===== src/rtl/mem_arbiter.sv =====
// Two-port arbiter in front of a single fixed-latency memory, one access at a time.
// Define ARB_FIXED_PRIO_EN to make port 0 win every tie instead of round-robin.
module mem_arbiter #(
    parameter int AW      = 32,
    parameter int DW      = 32,
    parameter int MEM_LAT = 2
) (
    input  logic          gclk,
    input  logic          rst,
    input  logic          rd0,
    input  logic          rd1,
    input  logic          we0,
    input  logic          we1,
    input  logic [AW-1:0] addr0,
    input  logic [AW-1:0] addr1,
    input  logic [DW-1:0] wdata0,
    input  logic [DW-1:0] wdata1,
    input  logic [DW-1:0] mem_data,
    output logic [AW-1:0] mem_addr,
    output logic [DW-1:0] mem_wdata,
    output logic          mem_rd,
    output logic          mem_we,
    output logic          valid0,
    output logic          valid1,
    output logic [DW-1:0] data0,
    output logic [DW-1:0] data1,
    output logic          busy
);

    typedef enum logic [1:0] {
        S_IDLE,
        S_ISSUE,
        S_WAIT,
        S_DONE
    } state_t;

    localparam logic [3:0] LAST_CNT = 4'(MEM_LAT - 1);

    state_t        state_q, state_d;
    logic [3:0]    cnt_q, cnt_d;
    logic          grant_q, grant_d;
    logic          is_wr_q, is_wr_d;
    logic          last_grant_q, last_grant_d;
    logic [AW-1:0] mem_addr_q, mem_addr_d;
    logic [DW-1:0] mem_wdata_q, mem_wdata_d;
    logic          mem_rd_q, mem_rd_d;
    logic          mem_we_q, mem_we_d;
    logic          valid0_q, valid0_d;
    logic          valid1_q, valid1_d;
    logic [DW-1:0] data0_q, data0_d;
    logic [DW-1:0] data1_q, data1_d;
    logic          busy_q, busy_d;

    logic          req0, req1;
    logic          win1;
    logic          win_we;
    logic [AW-1:0] win_addr;
    logic [DW-1:0] win_wdata;

    assign req0 = rd0 | we0;
    assign req1 = rd1 | we1;

`ifdef ARB_FIXED_PRIO_EN
    assign win1 = req1 & ~req0;
`else
    // On a tie the port that did not win last time goes next.
    assign win1 = req1 & (~req0 | ~last_grant_q);
`endif

    assign win_we    = win1 ? we1    : we0;
    assign win_addr  = win1 ? addr1  : addr0;
    assign win_wdata = win1 ? wdata1 : wdata0;

    always_comb begin
        state_d      = state_q;
        cnt_d        = cnt_q;
        grant_d      = grant_q;
        is_wr_d      = is_wr_q;
        last_grant_d = last_grant_q;
        mem_addr_d   = mem_addr_q;
        mem_wdata_d  = mem_wdata_q;
        mem_rd_d     = 1'b0;
        mem_we_d     = 1'b0;
        valid0_d     = 1'b0;
        valid1_d     = 1'b0;
        data0_d      = data0_q;
        data1_d      = data1_q;
        busy_d       = busy_q;

        unique case (state_q)
            S_IDLE: begin
                if (req0 | req1) begin
                    state_d      = S_ISSUE;
                    grant_d      = win1;
                    last_grant_d = win1;
                    is_wr_d      = win_we;
                    mem_addr_d   = win_addr;
                    mem_rd_d     = ~win_we;
                    mem_we_d     = win_we;
                    busy_d       = 1'b1;
                    if (win_we) begin
                        mem_wdata_d = win_wdata;
                    end
                end
            end
            S_ISSUE: begin
                cnt_d = '0;
                if (is_wr_q) begin
                    state_d  = S_DONE;
                    valid0_d = ~grant_q;
                    valid1_d = grant_q;
                end else begin
                    state_d = S_WAIT;
                end
            end
            S_WAIT: begin
                if (cnt_q == LAST_CNT) begin
                    state_d  = S_DONE;
                    valid0_d = ~grant_q;
                    valid1_d = grant_q;
                    if (grant_q) begin
                        data1_d = mem_data;
                    end else begin
                        data0_d = mem_data;
                    end
                end else begin
                    cnt_d = cnt_q + 4'd1;
                end
            end
            S_DONE: begin
                state_d = S_IDLE;
                busy_d  = 1'b0;
            end
            default: begin
                state_d = S_IDLE;
                busy_d  = 1'b0;
            end
        endcase
    end

    always_ff @(posedge gclk) begin
        if (rst) begin
            state_q      <= S_IDLE;
            cnt_q        <= '0;
            grant_q      <= 1'b0;
            is_wr_q      <= 1'b0;
            last_grant_q <= 1'b1;
            mem_addr_q   <= '0;
            mem_wdata_q  <= '0;
            mem_rd_q     <= 1'b0;
            mem_we_q     <= 1'b0;
            valid0_q     <= 1'b0;
            valid1_q     <= 1'b0;
            data0_q      <= '0;
            data1_q      <= '0;
            busy_q       <= 1'b0;
        end else begin
            state_q      <= state_d;
            cnt_q        <= cnt_d;
            grant_q      <= grant_d;
            is_wr_q      <= is_wr_d;
            last_grant_q <= last_grant_d;
            mem_addr_q   <= mem_addr_d;
            mem_wdata_q  <= mem_wdata_d;
            mem_rd_q     <= mem_rd_d;
            mem_we_q     <= mem_we_d;
            valid0_q     <= valid0_d;
            valid1_q     <= valid1_d;
            data0_q      <= data0_d;
            data1_q      <= data1_d;
            busy_q       <= busy_d;
        end
    end

    assign mem_addr  = mem_addr_q;
    assign mem_wdata = mem_wdata_q;
    assign mem_rd    = mem_rd_q;
    assign mem_we    = mem_we_q;
    assign valid0    = valid0_q;
    assign valid1    = valid1_q;
    assign data0     = data0_q;
    assign data1     = data1_q;
    assign busy      = busy_q;

endmodule


===== config.mk =====
export PLATFORM = sky130hd
export DESIGN_NAME = mem_arbiter
export DESIGN_NICKNAME = d
export VERILOG_FILES = /design/src/rtl/mem_arbiter.sv
export SDC_FILE = /design/constraint.sdc
export NUM_CORES = 1
export LEC_CHECK = 0
export CORE_MARGIN = 2
export CORE_UTILIZATION = 44
export DETAILED_ROUTE_END_ITERATION = 7
export PLACE_DENSITY = 0.95
export RECOVER_POWER = 50
export SYNTH_ARGS = -nofsm -noshare
export SYNTH_HDL_FRONTEND = slang
export SYNTH_SLANG_ARGS = --single-unit
export TNS_END_PERCENT = 10

===== constraint.sdc =====
create_clock -name gclk -period 4.5 [get_ports gclk]
set_input_delay 0.45 -clock gclk [delete_from_list [all_inputs] [get_ports gclk]]
set_output_delay 0.45 -clock gclk [all_outputs]
set_load 0.1 [all_outputs]

## Word level (Yosys, flattened, before mapping)

Cells that the tools add are included.

| operators by class | value |
|---|---|
| add/subtract/negate cells | 1 |
| equal/unequal tests | 7 |
| muxes and demuxes | 17 |
| bitwise operators | 11 |
| reduce and logical (&&, ||, !) cells | 11 |

Operator list:

| operator | count |
|---|---|
| $mux W32 | 2 |
| $reduce_and A3 Y1 | 3 |
| $pmux W2 S4 | 1 |
| $pmux W4 S2 | 1 |
| $reduce_and A2 Y1 | 4 |
| $mux W1 | 7 |
| $ne A2 B2 Y1 const B | 3 |
| $not A1 Y1 | 6 |
| $pmux W1 S2 | 3 |
| $add A4 B1 Y4 const B | 1 |
| $eq A2 B2 Y1 const B | 2 |
| $eq A4 B1 Y1 const B | 1 |
| $mux W2 | 2 |
| $mux W4 | 1 |
| $or A1 B1 Y1 | 4 |
| $reduce_bool A2 Y1 | 2 |
| $reduce_or A3 Y1 | 1 |
| $eq A2 B1 Y1 const B | 1 |
| $logic_not A2 Y1 | 1 |
| $and A1 B1 Y1 | 1 |

| storage, ports and cells | value |
|---|---|
| register bits | 142 |
| input bits | 166 |

## Depth between registers and ports, before layout

| logic depth | value |
|---|---|
| depth in word-level cells | 6 |
| mapped depth | 8 |

## Worst setup path before layout

Ideal clock, no wire load.

| path | value |
|---|---|
| kind | input -> register |
| from | in rd1 |
| to | reg mem_wdata_q[0] (netlist: mem_wdata[0]) |
| arrival time | 1.586 ns |
| required time | 4.384 ns |
| setup slack | 2.798 ns |
| stages on the path | 5 |
| buffers on the path | 1 |
| path through | or2_4 -> nand2_4 -> buf_2 -> mux2_2 -> o211a_1 |

| between the ends | value |
|---|---|
| cells in the longest elaborated chain, start to end | 4 |
| elaborated cells on any way between the ends | 6 |
| those cells by class | 2 x mux; 3 x bitwise; 1 x reduce/logical |

Ends and longest elaborated chain:

| what | RTL line | RTL |
|---|---|---|
| from (decl) | 11 | `input logic rd1,` |
| $or A1 B1 Y1 * | 61 | `assign req1 = rd1 \| we1;` |
| $and A1 B1 Y1 | 67 | `assign win1 = req1 & (~req0 \| ~last_grant_q);` |
| $mux W1 | 70 | `assign win_we = win1 ? we1 : we0;` |
| $reduce_and A3 Y1 (no line) | -- |  |
| to (signal assigned) | 164 | `mem_wdata_q <= mem_wdata_d;` |
| to (decl) | 45 | `logic [DW-1:0] mem_wdata_q, mem_wdata_d;` |

Every way passes the cells marked *; elsewhere a longest branch is shown, timed or not.
A chain may end at the register's enable or synchronous reset.

==> impl_metrics.py <==
metrics = {
    "clock_network": {
        "cts.htree.levels": 4,
        "cts_root_buf": "clkbuf_16",
        "cts_tree": "yes",
        "clk_pin_slew_ns": 0.05,
        "postCtsSetupBuffers": 0,
        "clockBufferDepth": 2,
        "clk_latency_ns": 0.42,
        "postCtsHoldBufs": 0,
        "cts_made_buffers": 17,
        "cts-resized-gates": 0,
        "cts.sinks": 142,
    },
    "status": {
        "status": "complete, but fails checks",
        "violations": "max-capacitance violations, max-slew violations",
    },
    "synth": {
        "synth-seq-cells": 142,
        "synth.net_count": 854,
        "avgSynthCellArea_um2": 8.858,
        "ys.flop_type": "dfxtp_1",
        "synth_cell_types": 43,
        "yosysTopAreaCell": "dfxtp_1",
        "synth_edf_count": 0,
        "netlist_instances": 681,
        "syn_area_um2": 6032,
        "synth_top_area_share_pct": 47.13,
        "ys.warnings.count": 0,
        "synthArstFlopShare_pct": 0,
        "ys_seq_area_share_pct": 47.13,
        "ys_top_cells_by_area": "dfxtp_1, nand2_1, a21oi_1",
    },
    "worst_setup_path": {
        "path_class": "in -> reg",
        "slowest_delay_ns": 2.12,
        "end_kind": "register",
        "worst_path_max_delay_cell": "clkbuf_1",
        "path_cells": "buf_4 > clkbuf_1 > nor2_1 > a31o_2",
        "arrival_ns": 3.59,
        "cp-start-kind": "primary input",
        "crit_required_ns": 4.81,
        "path_max_fanout": 61,
    },
    "timing": {
        "max_slew_margin_pct": -94.72,
        "worstMarginPinSlew_ns": 2.921,
        "post-route-period-util_pct": 73.05,
        "fmax_mhz": 304.2,
        "drv_slew": 97,
        "fin_tns_setup_ns": 0,
        "finalSetupViolations": 0,
        "hold_slack_ns": 0.4475,
        "fin_skew_ns": 0.007165,
        "rsz0062_at_grt": "no",
        "period_needed_ns": 3.287,
        "final-hold-violation-count": 0,
    },
    "floorplanning": {
        "die_area_um2": 14660,
        "num_io_pins": 299,
        "rows": 42,
        "start_util_pct": 45.37,
        "coreArea_um2": 13300,
        "die_h_um": 121.1,
        "fp.dieW_um": 121.1,
    },
    "drt": {
        "ant_nets": 0,
        "wire_per_inst_um": 16.99,
        "wl_mm": 19.35,
        "drc": 0,
        "vias": 6082,
        "via_per_inst": 5.340,
        "drt-pass1-iter-count": 5,
        "drt_iter0_drc": 401,
    },
    "cells_and_area": {
        "antenna_cells": 0,
        "nNetsFinal": 1123,
        "syn_to_final_growth_pct": 59.90,
        "layout-drive-gt1-share_pct": 9.865,
    },
    "pwr": {
        "comb_power_share_pct": 52.4,
        "irDropWorstVdd_uv": 508.1,
        "intPower_w": 0.003373,
        "seqPwrFrac_pct": 25.1,
        "clkPwrFrac_pct": 22.5,
        "power.density_nw_per_um2": 683.0,
        "leakage_nw": 4.038,
        "swShare_pct": 48.80,
        "netSwitchingPower_w": 0.003215,
    },
    "global_route": {
        "antenna_found_initial": 0,
        "grt_first_pass_wirelength_mm": 30.35,
        "track_usage_pct": 26.36,
        "grt_pass1_vias": 6081,
        "grt_use_met3_pct": 7.284,
        "met1_usage_pct": 27.89,
        "grt_max_degree": 65,
        "top_usage_layer": "met2",
        "gr-total-overflow": 0,
        "grtUsageMet2_pct": 46.49,
    },
    "placement": {
        "place_congestion": 0.8202,
        "port_buffers": 298,
        "dp.final_hpwl_mm": 13.36,
    },
    "flow_run": {
        "cap_violations": 2,
    },
    "min_path": {
        "min_path_type": "reg -> reg",
    },
}
state kept, by name, summed over array words and instances (netlist names):
| register | cells |
|---|---|
| mem_we | 1 |
| mem_addr | 32 |
| data0 | 32 |
| valid0 | 1 |
| cnt_q | 4 |
| valid1 | 1 |
| mem_wdata | 32 |
| state_q | 2 |
| is_wr_q | 1 |
| data1 | 32 |
| busy | 1 |
| mem_rd | 1 |
| grant_q | 1 |
| last_grant_q | 1 |
stage by stage:
step	cells	area, um2	worst slack (ns)	power (W)	utilization, %
after floorplan	681	6032	2.798	0.004357	-
after global placement	1107	9027	1.628	0.005111	67.90
after detailed placement	1107	9027	1.572	0.005175	67.90
after CTS	1139	9653	1.990	0.006676	72.60
after global routing	1139	9646	1.109	0.006843	72.55
final	1139	9646	1.213	0.006588	72.55
synth_stat cells (2+ instances only):
| master | number |
|---|---|
| nand2b_1 | 3 |
| buf_1 | 5 |
| a211oi_2 | 20 |
| nor2_1 | 42 |
| and2_1 | 3 |
| a21oi_1 | 101 |
| a211oi_1 | 13 |
| nand3_1 | 3 |
| buf_2 | 17 |
| o211a_1 | 32 |
| inv_1 | 4 |
| and3_1 | 3 |
| buf_6 | 4 |
| dfxtp_1 | 142 |
| mux2_2 | 32 |
| nand2_1 | 165 |
| ha_1 | 7 |
| o21bai_1 | 32 |
| o21a_1 | 2 |
| clkbuf_1 | 28 |
final timing paths:
path	startpoint	to	slack (ns)	cells after the start
setup / recovery	rst	state_q[0]$_SDFFE_PP0P_	1.21	4
hold reg to reg	data0[12]$_SDFFE_PP0P_	data0[12]$_SDFFE_PP0P_	0.45	2
hold / removal	data0[12]$_SDFFE_PP0P_	data0[12]$_SDFFE_PP0P_	0.45	2
setup reg to reg	last_grant_q$_SDFFE_PP1P_	mem_addr[17]$_SDFFE_PP0P_	1.87	4
cell families after synthesis:
| group | after synthesis | synth area share [%] |
|---|---|---|
| simple gates | 228 | 15.23 |
| flops | 142 | 47.13 |
| mux | 32 | 5.974 |
| xor+xnor | 1 | 0.1452 |
| fa+ha+maj | 7 | 1.452 |
| buf+inv | 60 | 4.646 |
| compound gates | 211 | 25.43 |
worst max-delay path: cells and delay by family:
kind	cells	cell delay, ns
simple gates	1	0.16
buf+inv	2	2.58
compound gates	1	0.36
layout by cell type, fill, tap and decap left out, types with 2 or more instances in the layout:
cell and count:
dfxtp_1 142, a211oi_1 13, nor2_1 42, nand3_1 3, inv_1 4, o211a_1 32, clkbuf_8 2, dlygate4sd3_1 110
mux2_2 32, clkbuf_16 17, and2_1 2, clkinvlp_4 3, nand2b_1 3, nand2_1 165, clkinv_2 2, and3_1 3
bufinv_16 4, ha_1 7, clkdlybuf4s50_1 187, o21a_1 2, o21bai_1 32, buf_4 7, clkbuf_1 4, a211oi_2 20
a21oi_1 100
routing by layer:
layer | routed length [um] | share of wire [%]
met2 | 9758 | 50
met5 | 0 | 0
met3 | 1481 | 7.7
met4 | 1027 | 5.3
met1 | 7080 | 37
final cells by class:
cell class                 instances  area, um2
multi-input combinational        479       2909
inverter                           5      18.77
clock inverter                    10      161.4
clock buffer                      22      464.2
tap                              176      220.2
sequential                       142       2843
fill                             907       3650
timing repair buffer             305       3029
power by group through the flow:
stage,clock network [W],registers (W),logic (W)
finish,0.00148,0.00165,0.00345
global route,0.00155,0.00168,0.00362
CTS,0.00150,0.00166,0.00352
detailed placement,0,0.00168,0.00350
global placement,0,0.00167,0.00344
floorplan,0,0.00333,0.00103
(Power assumes the default switching activity.)
